### config.mk
export PLATFORM = sky130hd
export DESIGN_NAME = cpu_mem_bridge
export DESIGN_NICKNAME = d
export VERILOG_FILES = /design/src/rtl/cpu_mem_bridge.sv
export SDC_FILE = /design/constraint.sdc
export NUM_CORES = 1
export LEC_CHECK = 0
export CORE_MARGIN = 4
export CORE_UTILIZATION = 53
export CTS_CLUSTER_DIAMETER = 50
export DETAILED_ROUTE_END_ITERATION = 10
export MAX_ROUTING_LAYER = met4
export PLACE_DENSITY = 0.78
export SETUP_SLACK_MARGIN = 0.3
export SLEW_MARGIN = 5
export SYNTH_ARGS = -nofsm -noshare
export SYNTH_HDL_FRONTEND = slang
export SYNTH_SLANG_ARGS = --single-unit
export TNS_END_PERCENT = 50
### constraint.sdc
create_clock -name clk -period 8.31 [get_ports clk]
set_input_delay 1.2465 -clock clk [delete_from_list [all_inputs] [get_ports clk]]
set_output_delay 1.2465 -clock clk [all_outputs]
set_load 0.01 [all_outputs]
### src/rtl/cpu_mem_bridge.sv
// CPU-to-memory bridge: posts stores into a small write buffer that drains to
// the bus in the background, and performs blocking loads only after every
// older buffered store has been issued.
module cpu_mem_bridge #(
  parameter int unsigned DATA_W   = 32,
  parameter int unsigned ADDR_W   = 32,
  parameter int unsigned WB_DEPTH = 4
) (
  input  logic                            clk,
  input  logic                            reset,
  input  logic                            cpu_memrd,
  input  logic                            cpu_memwr,
  input  logic [ADDR_W-1:0]               cpu_addr,
  input  logic [DATA_W-1:0]               cpu_wdata,
  output logic [DATA_W-1:0]               cpu_rdata,
  output logic                            cpu_stall,
  output logic                            bus_req_valid,
  input  logic                            bus_req_ready,
  output logic                            bus_req_we,
  output logic [ADDR_W-1:0]               bus_req_addr,
  output logic [DATA_W-1:0]               bus_req_wdata,
  input  logic                            bus_rsp_valid,
  input  logic [DATA_W-1:0]               bus_rsp_data,
  output logic [$clog2(WB_DEPTH+1)-1:0]   wb_count
);

  localparam int unsigned PW = (WB_DEPTH > 1) ? $clog2(WB_DEPTH) : 1;
  localparam int unsigned CW = $clog2(WB_DEPTH + 1);

  typedef enum logic [2:0] {
    StIdle,
    StDrain,
    StRdReq,
    StRdWait,
    StRdDone
  } state_e;

  state_e             state_q, state_d;
  logic [PW-1:0]      wr_ptr_q, rd_ptr_q;
  logic [CW-1:0]      count_q;
  logic [DATA_W-1:0]  rdata_q;
  logic [ADDR_W-1:0]  buf_addr_q [WB_DEPTH];
  logic [DATA_W-1:0]  buf_data_q [WB_DEPTH];

  logic push, pop, capture;
  logic full, nonempty, drain_phase;

  assign full        = (count_q == CW'(WB_DEPTH));
  assign nonempty    = (count_q != '0);
  // Buffered stores may only go out while no read owns the bus.
  assign drain_phase = (state_q == StIdle) || (state_q == StDrain) || (state_q == StRdDone);

  // Next-state, handshake and bus-request decode.
  always_comb begin
    state_d       = state_q;
    cpu_stall     = 1'b0;
    bus_req_valid = 1'b0;
    bus_req_we    = 1'b0;
    bus_req_addr  = buf_addr_q[rd_ptr_q];
    bus_req_wdata = buf_data_q[rd_ptr_q];
    push          = 1'b0;
    pop           = 1'b0;
    capture       = 1'b0;

    case (state_q)
      StIdle: begin
        // A load wins over a simultaneous store; the store is dropped.
        if (cpu_memrd) begin
          cpu_stall = 1'b1;
          state_d   = nonempty ? StDrain : StRdReq;
        end else if (cpu_memwr) begin
          // Fullness uses the registered count, so a same-cycle pop never frees a slot.
          if (full) cpu_stall = 1'b1;
          else      push      = 1'b1;
        end
      end
      StDrain: begin
        cpu_stall = 1'b1;
        if (!nonempty) state_d = StRdReq;
      end
      StRdReq: begin
        cpu_stall     = 1'b1;
        bus_req_valid = 1'b1;
        bus_req_we    = 1'b0;
        bus_req_addr  = cpu_addr;
        bus_req_wdata = '0;
        if (bus_req_ready) state_d = StRdWait;
      end
      StRdWait: begin
        cpu_stall = 1'b1;
        if (bus_rsp_valid) begin
          capture = 1'b1;
          state_d = StRdDone;
        end
      end
      StRdDone: begin
        state_d = StIdle;
      end
      default: begin
        state_d = StIdle;
      end
    endcase

    if (drain_phase && nonempty) begin
      bus_req_valid = 1'b1;
      bus_req_we    = 1'b1;
      pop           = bus_req_ready;
    end

    // Reset cycle: quiet bus, no stall, no buffer or capture activity.
    if (reset) begin
      state_d       = StIdle;
      cpu_stall     = 1'b0;
      bus_req_valid = 1'b0;
      bus_req_we    = 1'b0;
      push          = 1'b0;
      pop           = 1'b0;
      capture       = 1'b0;
    end
  end

  // FSM, buffer pointers, occupancy and load-data register.
  always_ff @(posedge clk) begin
    if (reset) begin
      state_q  <= StIdle;
      wr_ptr_q <= '0;
      rd_ptr_q <= '0;
      count_q  <= '0;
      rdata_q  <= '0;
    end else begin
      state_q <= state_d;
      if (push) wr_ptr_q <= wr_ptr_q + PW'(1);
      if (pop)  rd_ptr_q <= rd_ptr_q + PW'(1);
      case ({push, pop})
        2'b10:   count_q <= count_q + CW'(1);
        2'b01:   count_q <= count_q - CW'(1);
        default: count_q <= count_q;
      endcase
      if (capture) rdata_q <= bus_rsp_data;
    end
  end

  // Write-buffer storage; contents are meaningless until counted in.
  always_ff @(posedge clk) begin
    if (push) begin
      buf_addr_q[wr_ptr_q] <= cpu_addr;
      buf_data_q[wr_ptr_q] <= cpu_wdata;
    end
  end

  assign cpu_rdata = rdata_q;
  assign wb_count  = count_q;

endmodule

* Word level (Yosys, flattened, before mapping)
Memories as Yosys holds them, arrays and structs flattened. A register that Yosys moved wholly into a read port is not among the register bits. Index checks and enable logic that the tools add are counted.
Word-level totals: register bits 42, bits in writable memories 256, bits of input ports 102, output and inout bits 102, word-level logic and storage cells 65, memories 2
Memories:
- buf_addr_q | depth 4, width 32, read ports 1, clocked after Yosys merged registers in 1, wr ports 1, RTL line 42 | logic [ADDR_W-1:0] buf_addr_q [WB_DEPTH];
- buf_data_q | depth 4, width 32, read ports 1, clocked after Yosys merged registers in 1, wr ports 1, RTL line 43 | logic [DATA_W-1:0] buf_data_q [WB_DEPTH];
Cells by class: $add $sub $neg 4, eq/ne operators 11, muxes and demuxes 35, reduce and logical (&&, ||, !) cells 8
Operators with widths (count):
- 32-bit 2-to-1 mux | 2
- 1-bit 2-to-1 mux | 21
- 3-bit 2-to-1 mux | 4
- 3-bit case mux with 4 select lines | 1
- 2-bit 2-to-1 mux | 5
- 2-bit != test (second input constant) | 4
- 3-bit by 2-bit == test with 1-bit output (second input constant) | 2
- 3-bit == test (second input constant) | 2
- 3-bit case mux with 2 select lines | 1
- 2-bit by 1-bit adder with 2-bit output (second input constant) | 2
- 4-bit AND reduction | 1
- 3-bit by 1-bit adder with 3-bit output (second input constant) | 1
- 3-bit by 1-bit == test with 1-bit output (second input constant) | 1
- 3-bit logical NOT | 1
- 3-bit nonzero test | 1
- 3-bit OR reduction | 1
- 3-bit by 1-bit subtractor with 3-bit output (second input constant) | 1
- 2-bit by 1-bit == test with 1-bit output (second input constant) | 1
- 2-bit == test (second input constant) | 1
- 1-bit logical OR | 2
- 1-bit case mux with 2 select lines | 1
- 2-bit nonzero test | 1
- 1-bit logical AND | 1

* Depth between registers and ports, before layout
Gate-level depths: netlist (run 1).
word-level depth 8, gate-level depth with buffers 10, depth with buffers taken out 9

* Worst setup path after synthesis (run 1)
No wires, ideal clock.
path kind input to register, start in reset, end mem buf_addr_q[0][0], enable pin, library setup time 429 ps, arrival time 3472 ps, data required time 7881 ps, setup slack 4409 ps, stages on the path 3, path buffers 0, path through or3b_4 -> nor3_4 -> and2_1
Between the ends: word-level cells in the longest chain between the ends 3
Ends and longest elaborated chain:
- start, declared | RTL line 10 | input logic reset,
- 1-bit 2-to-1 mux | RTL line 111 | if (reset) begin
- 1-bit 2-to-1 mux | RTL line 145 | if (push) begin
- 1-bit 2-to-1 mux (not written as such) | RTL line 146 | buf_addr_q[wr_ptr_q] <= cpu_addr;
- end, declared | RTL line 42
No other way between the ends.

==> summary.md, run 1 <==
| Metric | Value |
|---|---|
| Core area | 21300 sq um |
| Max Clock Skew | 0.0124 ns |
| Delay-heaviest family, CP | buffers and inverters |
| VDD IR max | 0.159 mV |
| Max-slew violation count | 0 |
| Maxcap violations | 0 |
| Post-synth top area share | 66.1% |
| Global placer's final weighted congestion | 0.780 |
| Drt total wl | 23800 um |
| FF-to-FF End | buf_data_q[3][21]$_DFFE_PP_ |
| Pwr per Cell Area | 233 nW/um^2 |
| Yosys warnings | 0 |
| Fmax | 217 MHz |
| Root Buffer | clkbuf_16 |
| Critical Path Sink | bus_req_addr[24] |
| Asr flop ratio synth | 0% |
| RR Startpoint | state_q[2]$_SDFFE_PP0P_ |
| H-tree depth | 1 |
| Row cnt | 53 |
| Hold Buf Count CTS | 0 |
| First-pass GRT wire length | 37600 um |
| Share of post-route cells with drive strength above 1 | 18.7% |
| Worst Reg-to-Reg Cells | 3 |
| Reg2Reg Setup Slack | 5.83 ns |
| CP endpoint kind | primary output |
| Pin count of the biggest net entering global routing | 65 |
| Worst Path Max Fanout | 44 |
| FF+latch area | 8580 sq um |
| DRC violations left | 0 |
| RSZ-0062 raised after global routing | no |
| Seq/Total Area, Yosys | 73.7% |
| Hold Startpoint | cpu_rdata[15]$_SDFFE_PP0P_ |
| Antenna violations before repair | 0 |
| Worst path required time | 7.06 ns |
| Netlist cell types | 37 |
| Fin crit period | 4.60 ns |
| Clock sinks | 300 |
| Number of global-route vias before repair | 7008 |
| Number of flops mapped to enable cells by yosys | 256 |
| Fillers | 1338 |
| Yosys top cell by area | edfxtp_1 |
| Worst path max stage delay | 0.76 ns |
| Top-count cell post-synth | edfxtp_1 |
| CTS Buffer Depth | 3 |
| Total Routing Usage GR | 20.2% |
| Initial DRC Count | 348 |
| CP cell instances | buf_4 -> mux4_2 -> mux2_2 -> clkdlybuf4s50_1 |
| # setup viols final | 0 |
| Normalized max-slew margin | 27.3% |
| N_diodes | 0 |
| CP max stage cell | buf_4 |
| Global route overflow | 0 |
| Top cells by count, synth | edfxtp_1 (256), nand2_1 (67), mux4_2 (64) |
| Drt pass-1 iters | 7 |
| Crit start category | flop |
| Via Count | 6344 |
| Post-cts sizing count | 0 |
| Die area | 24400 sq um |
| Syn-to-layout area delta | 28.8% |
| CTS tree | yes |
| Synthesized area per cell | 18.6 sq um |
| Final net count | 939 |
| Final period util | 55.4% |
| Post-CTS setup buffer count | 0 |
| Buf+Inv Stages, Crit Path | 2 |
| Status | finished, final reports clean |
| Hold crit path type | reg -> reg |
| Worst-path clk slew | 0.06 ns |
| Post-Syn Instances | 626 |
| Prevailing post-synth register cell | edfxtp_1 |
| Port-buffer cells | 203 |
| Crit Path Category | reg -> out |
| Vias per cell | 5.62 |
| Clk Latency, worst-skew pair | 0.53 ns |
| Die H | 156 um |
| Synth area leaders | edfxtp_1 (66%), mux4_2 (12%), dfxtp_1 (7.6%) |
| Final hold viol count | 0 |
| Die Wd | 156 um |
| Io pins | 204 |
| Synth Register Bits | 300 |
| Mapped Nets | 734 |
| CP arrival | 3.36 ns |
| Post-DP HPWL | 14000 um |
| Area of the multi-input gates | 2840 sq um |
| Leak | 0.00475 uW |
| Setup TNS | 0 ns |
| Initial Utilization | 54.6% |
| Slew of the pin with the lowest slew margin | 1.09 ns |
| PnR Total Power | 3480 uW |
| Routed wire per std cell | 21.1 um |
| CTS Buf Count | 31 |
| Final core utilization | 70.3% |
| Synthesized cell area | 11600 sq um |
| ANT nets after route | 0 |
| WP depth | 4 |
## per-stage QoR
step | instances | setup WS, ns | hold slack (ns) | cell area, sq um
after floorplan | 626 | 4.41 | 0.475 | 11600
after global placement | 1072 | 4.18 | 0.442 | 13900
after detailed placement | 1072 | 4.17 | 0.448 | 13900
after CTS | 1128 | 3.58 | 0.460 | 15000
after global routing | 1129 | 3.44 | 0.473 | 15000
final | 1129 | 3.71 | 0.462 | 15000
## worst min-delay path: stages (launching register included)
cell	delay [ns]
dfxtp_1	0.31
nand2_1	0.05
a21oi_1	0.05
## state kept, by name, summed over array words and instances (netlist names), named ones only
signal,flops
buf_addr_q,128
buf_data_q,128
cpu_rdata,32
rd_ptr_q,2
state_q,3
wb_count,3
wr_ptr_q,2
## layer usage
metal / GRT usage (%) / part of all wire, %
met1: 26.0 / 40
met2: 34.0 / 51
met3: 4.38 / 7.6
met4: 3.75 / 1.3
met5: - / 0
## worst min path at each step
stage	end	slack [ns]	depth (start not counted)
floorplan	wr_ptr_q[0]$_SDFFE_PP0P_	0.48	1
global placement	cpu_rdata[4]$_SDFFE_PP0P_	0.44	2
detailed placement	cpu_rdata[13]$_SDFFE_PP0P_	0.45	2
CTS	cpu_rdata[13]$_SDFFE_PP0P_	0.46	2
global route	cpu_rdata[13]$_SDFFE_PP0P_	0.47	2
finish	cpu_rdata[15]$_SDFFE_PP0P_	0.46	2
## cell usage in the layout, fill, tap and decap left out, drive strengths merged, types with 2 or more instances in the layout
master | Yosys | layout
edfxtp | 256 | 256
clkdlybuf4s50 | 0 | 203
nand2 | 67 | 67
mux4 | 64 | 64
dfxtp | 44 | 44
a21oi | 39 | 39
mux2 | 35 | 35
clkbuf | 16 | 34
nor2b | 33 | 33
clkinv | 0 | 10
nor2 | 9 | 9
bufinv | 0 | 8
inv | 7 | 7
ha | 5 | 5
buf | 20 | 5
and2 | 4 | 4
nor3 | 4 | 4
clkinvlp | 0 | 4
or3 | 3 | 3
o21ai | 3 | 3
xor2 | 2 | 2
nor3b | 2 | 2
## report_power, final
group          total [uW]  switching (uW)  internal (uW)
logic                 340             145            195
registers            1670            14.9           1660
clock network        1470             544            926
## kinds of logic (layout without fill, tap and decap cells)
kind of cell	count (synthesis)	count (layout)	synth area share [%]
buffers and inverters	43	271	1.94
xor gates and xnor gates	2	2	0.151
DFF	300	300	73.7
adders and majority gates	6	6	0.711
AOI/OAI and AO/OA	46	46	2.08
muxes	100	100	15.9
and+or+nand+nor	129	129	5.49
## area by class of cell
cell class	instances	share of cell area [%]
Clock buffer	34	5.26
Clock inverter	22	2.08
Inverter	7	0.176
Multi-Input combinational cell	283	19.0
Sequential cell	300	57.3
Tap cell	275	2.30
Timing Repair Buffer	208	13.9
Power figures use the tool's default switching activity.
==> run 2, diff against run 1 <==
- clock period: 8.31 -> 4.82 ns (I/O delays scaled with it)
==> summary.md, run 2 (synthesis results as in run 1) <==
| Metric | Value |
|---|---|
| Clk Latency, worst-skew pair | 0.53 ns (about the same) |
| Slew of the pin with the lowest slew margin | 1.10 ns (+0.0133 ns) |
| Worst path required time | 4.10 ns (-2.96 ns) |
| Fmax | 266 MHz |
| Root Buffer | clkbuf_16 |
| Pwr per Cell Area | 381 nW/um^2 (+64%) |
| Clock sinks | 300 (unchanged) |
| Global route overflow | 0 (unchanged) |
| Setup TNS | 0 ns (unchanged) |
| Die H | 156 um (unchanged) |
| H-tree depth | 1 (unchanged) |
| Leak | 0.00469 uW (-1.4%) |
| Core area | 21300 sq um (unchanged) |
| CP cell instances | buf_12 -> mux4_2 -> mux2_2 -> clkdlybuf4s50_1 |
| Antenna violations before repair | 0 (unchanged) |
| Vias per cell | 5.58 (-0.71%) |
| Share of post-route cells with drive strength above 1 | 18.3% (-0.43 points) |
| Pin count of the biggest net entering global routing | 65 (unchanged) |
| Fin crit period | 3.75 ns |
| Max Clock Skew | 0.00614 ns (-0.00630 ns) |
| # setup viols final | 0 (unchanged) |
| CTS tree | yes |
| Most frequent cells in the layout | edfxtp_1 (256), clkdlybuf4s50_1 (203), nand2_1 (67) |
| Placed Cells | 1072 (unchanged) |
| VDD IR max | 0.378 mV (+140%) |
| Post-DP HPWL | 14500 um (+3.7%) |
| Initial Utilization | 54.6% (unchanged) |
| Final hold viol count | 0 (unchanged) |
| CTS Buf Count | 31 (unchanged) |
| Io pins | 204 (unchanged) |
| Crit start category | flop |
| CP max stage cell | dfxtp_4 |
| Maxcap violations | 0 (unchanged) |
| Die Wd | 156 um (unchanged) |
| Reg2Reg Setup Slack | 2.32 ns (-3.51 ns) |
| Crit Path Category | reg -> out |
| CP endpoint kind | primary output |
| Final net count | 939 (unchanged) |
| Die area | 24400 sq um (unchanged) |
| Normalized max-slew margin | 26.4% (-0.88 points) |
| Buf+Inv Stages, Crit Path | 2 (unchanged) |
| Syn-to-layout area delta | 27.5% |
| Row cnt | 53 (unchanged) |
| RSZ-0062 raised after global routing | no |
| Global placer's final weighted congestion | 0.769 (-1.4%) |
| Worst Path Max Fanout | 35 (-20%) |
| Status | finished, final reports clean |
| CTS Buffer Depth | 3 (unchanged) |
| Number of global-route vias before repair | 6847 (-2.3%) |
| Delay-heaviest family, CP | multiplexers |
| Hold crit path type | reg -> reg |
| Drt total wl | 23800 um (-0.32%) |
| ANT nets after route | 0 (unchanged) |
| Initial DRC Count | 453 (+30%) |
| DRC violations left | 0 (unchanged) |
| CP arrival | 3.03 ns (-0.33 ns) |
| Routed wire per std cell | 21.1 um (-0.15%) |
| First-pass GRT wire length | 37800 um (+0.35%) |
| Fin cells | 1127 (-0.18%) |
| Port-buffer cells | 203 (unchanged) |
| Worst-path clk slew | 0.06 ns (about the same) |
| PnR Total Power | 5650 uW (+62%) |
| Post-CTS setup buffer count | 0 (unchanged) |
| Final period util | 77.9% |
| Total Routing Usage GR | 20.2% (unchanged) |
| Post-cts sizing count | 0 (unchanged) |
| Drt pass-1 iters | 4 (-3) |
| Max-slew violation count | 0 (unchanged) |
| Hold Buf Count CTS | 0 (unchanged) |
| Via Count | 6288 (-0.88%) |
| Worst path max stage delay | 0.82 ns (+0.06 ns) |
| N_diodes | 0 (unchanged) |
| Commonest non-fill, non-tap cell in the layout | edfxtp_1 |
[run 2: cell types whose count changed in the layout (fill, tap and decap cells not counted), sizes merged]
cell,previous run,this run
clkinvlp,4,1
clkinv,10,12
bufinv,8,1
clkbuf,34,40
[run 2: area by class of cell]
type | instances | area (sq um)
Sequential cell | 300 | 8580
Fill cell | 1354 | 6470
Multi-Input combinational cell | 283 | 2840
Timing Repair Buffer | 208 | 2090
Clock buffer | 40 | 830
Tap cell | 275 | 344
Clock inverter | 14 | 109
Inverter | 7 | 26.3
[run 2: per-stage QoR]
step           util [%]  setup slack, ns  hold WS (ns)  area, sq um
2_1_floorplan         -             1.44         0.475        11600
3_3_place_gp       65.1             1.57         0.443        13900
3_5_place_dp       65.1             1.54         0.448        13900
4_1_cts            69.5            0.961         0.456        14800
5_1_grt            69.6            0.849         0.474        14800
6_report           69.6             1.07         0.456        14800
[run 2: power breakdown]
group / internal, uW / total, uW / switching, uW / leakage [uW]
combinational: 337 / 580 / 243 / 0.00156
sequential: 2860 / 2890 / 29.9 / 0.00267
clock: 1260 / 2180 / 922 / 0.000460
[run 2: worst reg2reg max path: stages, from the launching register on]
cell	delay [ns]
dfxtp_1	0.42
or3b_4	0.45
nor3_4	0.35
and2_4	0.85
[run 2: per-layer routing]
metal	GRT usage (%)	part of all wire [%]	up-vias
met2	32.5	50	231
met4	3.42	1.5	0
met1	27.2	41	3178
met5	-	0	-
met3	4.99	7.9	30
li1	-	-	2849
[run 2: worst paths after layout]
kind,to,from,depth (start not counted)
setup reg to reg,buf_data_q[1][5]$_DFFE_PP_,state_q[2]$_SDFFE_PP0P_,3
hold reg to reg,cpu_rdata[6]$_SDFFE_PP0P_,cpu_rdata[6]$_SDFFE_PP0P_,2
setup / recovery,bus_req_addr[30],flop,4
hold / removal,cpu_rdata[6]$_SDFFE_PP0P_,cpu_rdata[6]$_SDFFE_PP0P_,2
==> run 3, diff against run 2 <==
- CORE_UTILIZATION: 53 -> 48
- PLACE_DENSITY: 0.78 -> 0.75
- clock period: 4.82 -> 3.3 ns (I/O delays scaled with it)
==> summary.md, run 3 (synthesis results as in run 1) <==
| Metric | Value |
|---|---|
| Status | finished, final reports clean |
| Post-DP HPWL | 15600 um (+7.7%) |
| Max-slew violation count | 0 (unchanged) |
| CTS Buffer Depth | 3 (unchanged) |
| Final net count | 962 (+2.4%) |
| Number of global-route vias before repair | 6979 (+1.9%) |
| # setup viols final | 0 (unchanged) |
| H-tree depth | 1 (unchanged) |
| CP arrival | 2.50 ns (-0.53 ns) |
| Die Wd | 164 um (+4.8%) |
| Global route overflow | 0 (unchanged) |
| Hold path depth | 2 (unchanged) |
| Pre-CTS setup slack | 0.306 ns (-1.23 ns) |
| Commonest non-fill, non-tap cell in the layout | edfxtp_1 |
| CP endpoint kind | primary output |
| Maxcap violations | 0 (unchanged) |
| WHS Endpoint | cpu_rdata[21]$_SDFFE_PP0P_ |
| Clock sinks | 300 (unchanged) |
| Via Count | 6352 (+1.0%) |
| Worst Path Max Fanout | 6 (-83%) |
| Most frequent cells in the layout | edfxtp_1 (256), clkdlybuf4s50_1 (194), nand2_1 (67) |
| First-pass GRT wire length | 38600 um (+2.2%) |
| Clk Latency, worst-skew pair | 0.54 ns (about the same) |
| Port-buffer cells | 203 (unchanged) |
| DRC violations left | 0 (unchanged) |
| Crit start category | flop |
| Root Buffer | clkbuf_16 |
| Drt pass-1 iters | 4 (unchanged) |
| Initial Utilization | 49.2% (-5.4 points) |
| Reg2Reg Setup Slack | 0.89 ns (-1.43 ns) |
| Worst-path clk slew | 0.06 ns (about the same) |
| Die H | 164 um (+4.8%) |
| Routed wire per std cell | 21.0 um (-0.63%) |
| Crit Path Category | reg -> out |
| CTS tree | yes |
| Final setup margin | 0.305 ns (-0.761 ns) |
| Leak | 0.00495 uW (+5.7%) |
| Initial DRC Count | 406 (-10%) |
| Slew of the pin with the lowest slew margin | 0.473 ns (-0.631 ns) |
| Setup TNS | 0 ns (unchanged) |
| Syn-to-layout area delta | 31.6% |
| RR Startpoint | state_q[2]$_SDFFE_PP0P_ |
| Worst Reg-to-Reg Cells | 9 (+6) |
| Final hold viol count | 0 (unchanged) |
| Drt total wl | 25100 um (+5.6%) |
| Pin count of the biggest net entering global routing | 49 (-25%) |
| Total Routing Usage GR | 19.1% (-1.1 points) |
| Share of post-route cells with drive strength above 1 | 20.3% (+2.0 points) |
| VDD IR max | 0.338 mV (-11%) |
| Die area | 26800 sq um (+9.9%) |
| CTS Buf Count | 30 (-3.2%) |
| Vias per cell | 5.30 (-5.0%) |
| Core area | 23600 sq um (+11%) |
| Global placer's final weighted congestion | 0.845 (+9.9%) |
| RSZ-0062 raised after global routing | yes |
| Worst path required time | 2.80 ns (-1.30 ns) |
| Antenna violations before repair | 2 (+2) |
| Pwr per Cell Area | 549 nW/um^2 (+44%) |
| Io pins | 204 (unchanged) |
| Row cnt | 56 (+5.7%) |
| Final period util | 90.8% |
| Normalized max-slew margin | 68.5% (+42 points) |
| Hold Startpoint | cpu_rdata[21]$_SDFFE_PP0P_ |
| Hold Buf Count CTS | 0 (unchanged) |
| Fmax | 334 MHz |
| Hold crit path type | reg -> reg |
| Fin crit period | 3.00 ns |
| Max Clock Skew | 0.0188 ns (+0.0126 ns) |
| FF-to-FF End | wb_count[2]$_SDFFE_PP0P_ |
| ANT nets after route | 0 (unchanged) |
run 3: final cells by class:
class                      instances  area (sq um)
sequential                       300          8580
fill                            1616          8320
multi-input combinational        283          2850
timing repair buffer             232          2470
clock buffer                      38           802
tap                              319           399
clock inverter                    16           161
inverter                           7          26.3
antenna                            3          7.51
run 3: routing by layer:
layer  global-route usage [%]  wire length (um)
met1                     24.9             10600
met2                     31.5             12500
met3                     4.29              1600
met4                     3.74               342
met5                        -                 0
run 3: through the flow:
| stage | utilization [%] | cell area (sq um) | hold slack [ns] | cells | power (uW) |
|---|---|---|---|---|---|
| after global placement | 59.8 | 14100 | 0.443 | 1132 | 5150 |
| after floorplan | - | 11600 | 0.475 | 626 | 4680 |
| after CTS | 64.4 | 15200 | 0.458 | 1191 | 8490 |
| after global routing | 64.8 | 15300 | 0.481 | 1197 | 8720 |
| after detailed placement | 59.8 | 14100 | 0.450 | 1132 | 5160 |
| final | 64.8 | 15300 | 0.457 | 1198 | 8400 |
run 3: critical path, stage by stage, from the launching register on:
cell,delay [ns]
dfxtp_4,0.41
buf_4,0.15
buf_16,0.14
mux4_2,0.50
mux2_2,0.27
clkdlybuf4s50_1,0.50
run 3: worst max path at each step:
stage / from / end / cells past startpoint
finish: flop / bus_req_addr[31] / 5
floorplan: reset / buf_addr_q[2][0]$_DFFE_PP_ / 3
CTS: flop / bus_req_addr[31] / 4
detailed placement: cpu_memwr / wb_count[2]$_SDFFE_PP0P_ / 10
global route: flop / bus_req_addr[31] / 5
global placement: cpu_memwr / wb_count[2]$_SDFFE_PP0P_ / 10
run 3: what timing repair did:
action | 4_1_cts | 5_1_grt
setup buffers | 3 | 2
gates cloned | 2 | 2
setup endpoints to repair | 52 | 55
resized for setup | 7 | 8
run 3: power by group:
part           leakage [uW]  total (uW)  internal [uW]  switching, uW
Sequential          0.00267        4200           4170           29.5
Clock              0.000467        3280           1950           1330
Combinational       0.00182         922            535            386
Total               0.00495        8400           6650           1750
